===== src/rtl/tdm_demux_1x8.sv =====
// Receive end of an 8:1 TDM serial link: steers slot k of each framed stream
// into lane k and publishes the reassembled 8-lane word with a valid pulse.
module tdm_demux_1x8 #(
  parameter int unsigned DW = 1
) (
  input  logic            clk,
  input  logic            rst_n,
  input  logic [DW-1:0]   din,
  input  logic            din_valid,
  input  logic            frame_start,
  output logic [8*DW-1:0] dout,
  output logic            dout_valid,
  output logic            frame_err,
  output logic [2:0]      slot,
  output logic            busy
);

  typedef enum logic [0:0] {
    ST_IDLE = 1'b0,
    ST_RECV = 1'b1
  } state_e;

  state_e          state_r;
  state_e          state_nxt_s;
  logic [2:0]      slot_r;
  logic [2:0]      slot_nxt_s;
  logic [7*DW-1:0] shadow_r;
  logic [7*DW-1:0] shadow_nxt_s;
  logic [8*DW-1:0] dout_r;
  logic [8*DW-1:0] dout_nxt_s;
  logic            dout_valid_r;
  logic            dout_valid_nxt_s;
  logic            frame_err_r;
  logic            frame_err_nxt_s;
  logic            busy_r;
  logic            start_s;
  logic            cont_s;
  logic            last_s;

  // Beat qualification: frame_start only counts on a valid beat.
  assign start_s = din_valid & frame_start;
  assign cont_s  = din_valid & ~frame_start;
  assign last_s  = (slot_r == 3'd7);

  // State register plus all registered datapath and outputs.
  always_ff @(posedge clk or negedge rst_n) begin
    if (!rst_n) begin
      state_r      <= ST_IDLE;
      slot_r       <= 3'd0;
      shadow_r     <= '0;
      dout_r       <= '0;
      dout_valid_r <= 1'b0;
      frame_err_r  <= 1'b0;
      busy_r       <= 1'b0;
    end else begin
      state_r      <= state_nxt_s;
      slot_r       <= slot_nxt_s;
      shadow_r     <= shadow_nxt_s;
      dout_r       <= dout_nxt_s;
      dout_valid_r <= dout_valid_nxt_s;
      frame_err_r  <= frame_err_nxt_s;
      busy_r       <= (state_nxt_s == ST_RECV);
    end
  end

  // Next-state logic: a restart keeps us in RECV, only completion leaves it.
  always_comb begin
    state_nxt_s = state_r;
    case (state_r)
      ST_IDLE: begin
        if (start_s) begin
          state_nxt_s = ST_RECV;
        end else begin
          state_nxt_s = ST_IDLE;
        end
      end
      ST_RECV: begin
        if (cont_s && last_s) begin
          state_nxt_s = ST_IDLE;
        end else begin
          state_nxt_s = ST_RECV;
        end
      end
      default: state_nxt_s = ST_IDLE;
    endcase
  end

  // Datapath and pulse outputs; dout only moves when slot 7 completes a frame.
  always_comb begin
    slot_nxt_s       = slot_r;
    shadow_nxt_s     = shadow_r;
    dout_nxt_s       = dout_r;
    dout_valid_nxt_s = 1'b0;
    frame_err_nxt_s  = 1'b0;
    case (state_r)
      ST_IDLE: begin
        if (start_s) begin
          shadow_nxt_s[DW-1:0] = din;
          slot_nxt_s           = 3'd1;
        end else begin
          slot_nxt_s = 3'd0;
        end
      end
      ST_RECV: begin
        if (start_s) begin
          frame_err_nxt_s      = 1'b1;
          shadow_nxt_s[DW-1:0] = din;
          slot_nxt_s           = 3'd1;
        end else if (cont_s && last_s) begin
          dout_nxt_s       = {din, shadow_r};
          dout_valid_nxt_s = 1'b1;
          slot_nxt_s       = 3'd0;
        end else if (cont_s) begin
          for (int k = 0; k < 7; k++) begin
            if (slot_r == 3'(k)) begin
              shadow_nxt_s[k*DW +: DW] = din;
            end else begin
              shadow_nxt_s[k*DW +: DW] = shadow_r[k*DW +: DW];
            end
          end
          slot_nxt_s = slot_r + 3'd1;
        end else begin
          slot_nxt_s = slot_r;
        end
      end
      default: begin
        slot_nxt_s   = 3'd0;
        shadow_nxt_s = '0;
      end
    endcase
  end

  assign dout       = dout_r;
  assign dout_valid = dout_valid_r;
  assign frame_err  = frame_err_r;
  assign slot       = slot_r;
  assign busy       = busy_r;

endmodule


===== config.mk =====
export PLATFORM = sky130hd
export DESIGN_NAME = tdm_demux_1x8
export DESIGN_NICKNAME = d
export VERILOG_FILES = /design/src/rtl/tdm_demux_1x8.sv
export SDC_FILE = /design/constraint.sdc
export NUM_CORES = 1
export LEC_CHECK = 0
export BUFFER_PORTS_ARGS = -buffer_cell sky130_fd_sc_hd__buf_4
export CORE_ASPECT_RATIO = 1.4
export CORE_MARGIN = 5
export CORE_UTILIZATION = 45
export DETAILED_ROUTE_END_ITERATION = 16
export PLACE_DENSITY = 0.74
export SYNTH_ARGS = -nofsm -noshare
export SYNTH_HDL_FRONTEND = slang
export SYNTH_SLANG_ARGS = --single-unit

===== constraint.sdc =====
create_clock -name clk -period 2.16 [get_ports clk]
set_clock_uncertainty 0.2 [all_clocks]
set_input_delay 0.432 -clock clk [delete_from_list [all_inputs] [get_ports clk]]
set_output_delay 0.432 -clock clk [all_outputs]
set_load 0.05 [all_outputs]

==> results of run 1 <==
==> through the flow <==
stage / hold WS, ns / std cells
floorplan: -0.06359 / 69
global placement: 0.1271 / 108
detailed placement: 0.1304 / 108
CTS: 0.1969 / 113
global route: 0.1971 / 113
finish: 0.2050 / 113
==> critical path, delay by kind of cell, from the launching register on <==
kind / cells / cell delay, ns
muxes: 1 / 0.31
adders and majority gates: 2 / 0.46
and+or+nand+nor: 2 / 0.46
DFF: 1 / 0.45
==> layer usage <==
layer | vias to the layer above | GRT usage | share of wire
li1 | 291 | - | -
met1 | 293 | 0.1416 | 0.42
met2 | 14 | 0.2075 | 0.53
met3 | 2 | 0.02523 | 0.036
met4 | 0 | 0.06061 | 0.0085
met5 | - | 0 | 0
==> flip-flops by register name, summed over array words and instances, names as in the netlist <==
signal      flops
dout            8
shadow_r        7
slot            3
busy            1
dout_valid      1
frame_err       1
==> where the power goes <==
group / total [mW] / switching, mW / internal [mW]
Sequential: 0.518 / 0.0446 / 0.473
Combinational: 0.315 / 0.195 / 0.120
Clock: 0.178 / 0.109 / 0.0689
Total: 1.01 / 0.348 / 0.663
==> cell usage after synthesis <==
library cell  number
or3b_1             1
and4bb_1           1
nor2b_1            1
and4bb_4           1
nand3_1            5
ha_1               6
nand2_1            2
mux2i_1            1
mux2_1            15
and3_1             1
and2_1             1
o21ai_0            1
o21ai_1            2
nor3_1             1
inv_1              3
a22o_1             2
nand4b_4           1
buf_2              1
inv_2              1
nand3b_1           1
dfrtp_1           21
==> cell families (layout without fill, tap and decap cells) <==
group,count (synthesis),after routing,share of synthesized area
flops,21,21,0.5490
buf+inv,5,28,0.02091
simple gates,16,16,0.1307
fa+ha+maj,6,6,0.07843
compound gates,5,5,0.03399
mux,16,16,0.1869
==> cell type report <==
type | count | share of cell area
sequential | 21 | 0.4538
timing repair buffer | 20 | 0.1312
tap | 21 | 0.02258
inverter | 4 | 0.01290
multi-input combinational | 43 | 0.3559
clock buffer | 3 | 0.01935
clock inverter | 1 | 0.004301
==> path summary, 6_finish.rpt <==
| check | slack, ns | start | end |
|---|---|---|---|
| min in group asynchronous | 0.34 | rst_n | frame_err |
| worst max register to register | 0.17 | slot[0] | shadow_r[2] |
| worst max-delay path | 0.17 | slot[0] | shadow_r[2] |
| worst min register to register | 0.29 | shadow_r[2] | shadow_r[2] |
| worst min-delay path | 0.21 | din | shadow_r[3] |
| max in group asynchronous | 1.19 | rst_n | slot[1] |
==> timing repair <==
item | CTS | global route
gates resized for setup | 0 | 1
hold endpoints to repair | 21 | 0
setup endpoints to repair | 0 | 4
hold buffers | 1 | 0
==> impl_metrics.ini, run 1 <==
[floorplan]
io-pin-count = 19
start_util = 0.4793
chipHeight_um = 64.57
dieArea_um2 = 3163
coreArea_um2 = 1997
die_w_um = 48.98
std_cell_rows = 19

[synth]
synth.avg_cell_area_um2 = 13.87
synth_area_leader_cell = dfrtp_1
netlist.area_leader.share = 0.5490
synth_cell_types = 21
synth_nets = 80
ys_warn_count = 0
ys_ff_latch = 21
syn-instance-count = 69
synth_seq_area_share = 0.5490
synthTopCellsByArea = dfrtp_1, mux2_1, ha_1
syn_area_um2 = 957.2

[placement]
gp_congestion = 0.8261
placed_area_um2 = 1124
dpl.hpwl_mm = 1.281
port_buffers = 18
place_ws_ns = 0.09778

[worst_setup_path]
crit_path_max_incr_delay_ns = 0.45
critPathArrivalTime_ns = 1.98
path_cells = ha_1 -> ha_2 -> and4bb_4 -> nand3_1 -> mux2_1
cp_slowest_cell = dfrtp_2
endpoint_kind = flop
cp.required_ns = 2.15
crit_fanout = 6
cp-start-kind = flop
rr_worst_depth = 5
worstSetupPathType = reg -> reg

[finish]
fin_area_um2 = 1164
fill_cells = 156
final_nets = 104
drive_gt1_frac = 0.3152
antenna_cells = 0
area_delta_synth_final_pct = 21.57
post-route-util = 0.5827
regArea_um2 = 528.0
final_cell_mix = dfrtp_1, buf_4, mux2_1
multi_input_area_um2 = 414.1

[clock_network]
cts_sinks = 21
cts_made_buffers = 3
clockBufferDepth = 2
cts_tree = done
cts_max_level = 1
clkLatencyLatePin_ns = 0.29
clkTransAtPathRegs_ns = 0.11
cts_root_buf = clkbuf_4
cts_setup_buffers = 0

[detailed_routing]
drt_iter0_drc = 10
drt_wl_total_mm = 1.647
wire_per_inst_um = 14.58
vias = 600
dr.pass1.iters = 4
viasPerCell = 5.310
ant_nets = 0
drc = 0

[timing]
setup_violations = 0
setup_slack_ns = 0.1656
rsz0062_at_grt = no
relSlewSlack = 0.7798
drv_slew = 0
fin_crit_ns = 1.994
fin_tns_setup_ns = 0
worstMarginPinSlew_ns = 0.3303
fmax_mhz = 501.4
hold_violations = 0
post-route-period-util = 0.9234

[pwr]
total_power_mw = 1.011
irDropWorstVdd_v = 0.0005196
p_per_area_nw_per_um2 = 868.8
p_leak_nw = 0.6018

[job]
drv_cap = 0

[status]
outcome = finished clean

[global_route]
grt_max_degree = 22
grt_overflow_total = 0
grt_first_pass_wirelength_mm = 3.015
antenna_found_initial = 0
grt_pass1_vias = 673
global_route.usage.total = 0.1210

[worst_hold_path]
hp-class = in -> reg
whs_path_depth = 2
No activity file was read; power rests on OpenSTA's default activity.
==> run 2: changes to the inputs <==
--- a/config.mk
+++ b/config.mk
@@ -6,9 +6,11 @@
 export NUM_CORES = 1
 export LEC_CHECK = 0
 export BUFFER_PORTS_ARGS = -buffer_cell sky130_fd_sc_hd__buf_4
+export CAP_MARGIN = 20
 export CORE_ASPECT_RATIO = 1.4
 export CORE_MARGIN = 5
 export CORE_UTILIZATION = 45
+export CTS_BUF_LIST = sky130_fd_sc_hd__clkbuf_8
 export DETAILED_ROUTE_END_ITERATION = 16
 export PLACE_DENSITY = 0.74
 export SYNTH_ARGS = -nofsm -noshare
==> run 2 against run 1 <==
Against the previous run: worst hold slack better by 0.042 ns; clock power rose by 38%; largest power group unchanged; worst setup slack better by 0.0018 ns; die area unchanged; global-route usage shrank 0.19 points; maximum frequency about the same; final area increased by 1.6%; first-iteration DRC count shrank 10%; critical endpoint unchanged; count of clock-buffer cells in the layout is the same.
==> impl_metrics.ini, run 2 (synthesis gave the netlist of run 1 again) <==
[worst_setup_path]
rr_worst_depth = 5
rrSetupSlack_ns = 0.17
worstSetupPathType = reg -> reg
cp.required_ns = 2.10
timing.rr.end = shadow_r[2]
endpoint_kind = flop
cp-start-kind = flop
r2r-start = slot[0]
critPathArrivalTime_ns = 1.93
crit_fanout = 6

[pwr]
combPwrFrac = 0.291
intPower_mw = 0.7224
clockPowerShare = 0.228
p_leak_nw = 0.6096
p_per_area_nw_per_um2 = 912.8
irDropWorstVdd_v = 0.0005686
swShare = 0.3307
seq_power_share = 0.481
p_sw_mw = 0.3569
total_power_mw = 1.079

[worst_hold_path]
hp-class = in -> reg
worstHoldEndpoint = shadow_r[3]
whs_path_depth = 2
min-delay-start = din

[detailed_routing]
drc = 0
drt_wl_total_mm = 1.670
drt_iter0_drc = 9
ant_nets = 0
dr.pass1.iters = 4
viasPerCell = 5.354
vias = 605
wire_per_inst_um = 14.78

[timing]
setup_violations = 0
relSlewSlack = 0.7838
post-route-period-util = 0.9225
fin_tns_setup_ns = 0
rsz0062_at_grt = no
worstMarginPinSlew_ns = 0.3243
drv_slew = 0
fin_crit_ns = 1.993
fmax_mhz = 501.8
holdWs_ns = 0.2470
hold_violations = 0

[status]
outcome = finished clean

[global_route]
grt_overflow_total = 0
global_route.usage.total = 0.1191
grt_first_pass_wirelength_mm = 2.994
antenna_found_initial = 0
grt_pass1_vias = 673
grt_max_degree = 22

[clock_network]
clkTransAtPathRegs_ns = 0.07
clkLatencyLatePin_ns = 0.25
cts_made_buffers = 3
cts_root_buf = clkbuf_8
cts_max_level = 1
clockBufferDepth = 2
cts_sinks = 21
cts_tree = done

[finish]
antenna_cells = 0
final_cell_mix = dfrtp_1, buf_4, mux2_1
largest_reg_flops = 8
drive_gt1_frac = 0.3152
area_delta_synth_final_pct = 23.53
final_nets = 104

[floorplan]
start_util = 0.4793
dieArea_um2 = 3163
chipHeight_um = 64.57
die_w_um = 48.98
std_cell_rows = 19
coreArea_um2 = 1997
io-pin-count = 19

[placement]
port_buffers = 18
dpl.hpwl_mm = 1.281
gp_congestion = 0.8261

[job]
drv_cap = 0
[run 2: repair_timing]
| item | in CTS | in global routing |
|---|---|---|
| setup endpoints to repair | 0 | 3 |
| resized for setup | 0 | 1 |
| setup buffers | 0 | 0 |
| hold buffers | 1 | 0 |
| endpoints found under the hold margin | 21 | 0 |
[run 2: routing by layer]
| metal | GRT usage | share of wire | wire, µm |
|---|---|---|---|
| met2 | 0.2173 | 0.53 | 884 |
| met5 | 0 | 0 | 0 |
| met4 | 0.05051 | 0.017 | 28 |
| met3 | 0.02523 | 0.040 | 66 |
| met1 | 0.1313 | 0.41 | 691 |
[run 2: area by class of cell]
cell class | instances | area (µm²)
sequential | 21 | 528.0
timing repair buffer | 20 | 152.6
clock inverter | 1 | 5.005
clock buffer | 3 | 41.29
multi-input combinational | 43 | 414.1
fill | 160 | 814.5
tap | 21 | 26.28
inverter | 4 | 15.01
[run 2: worst max path at each step]
stage                        from          end  slack (ns)  cells past startpoint
final                     slot[0]  shadow_r[2]        0.17                      5
after global routing      slot[0]  shadow_r[5]        0.08                      5
after CTS                 slot[0]  shadow_r[2]        0.09                      5
after detailed placement  slot[0]  shadow_r[2]         0.1                      5
after global placement    slot[0]  shadow_r[2]        0.17                      5
after floorplan           slot[0]  shadow_r[5]        0.06                      5
[run 2: power by group through the flow]
stage	sequential [mW]	clock, mW	combinational (mW)
final	0.519	0.246	0.314
after global routing	0.532	0.270	0.338
after CTS	0.520	0.249	0.319
after detailed placement	0.527	0	0.316
after global placement	0.524	0	0.307
after floorplan	0.625	0	0.107
[run 2: worst max-delay path, cell delays in order (launching register included)]
cell and delay, ns:
dfrtp_2 0.44, ha_1 0.24, ha_2 0.23, and4bb_4 0.35, nand3_1 0.11, mux2_1 0.31
[run 2: stage by stage]
stage          cell area (µm²)  cells  setup slack (ns)  utilization
3_3_place_gp              1124    108            0.1680       0.5627
5_1_grt                   1182    113           0.08248       0.5921
4_1_cts                   1180    113           0.08617       0.5909
3_5_place_dp              1124    108           0.09778       0.5627
6_report                  1182    113            0.1673       0.5921
2_1_floorplan            959.7     69           0.05575            -
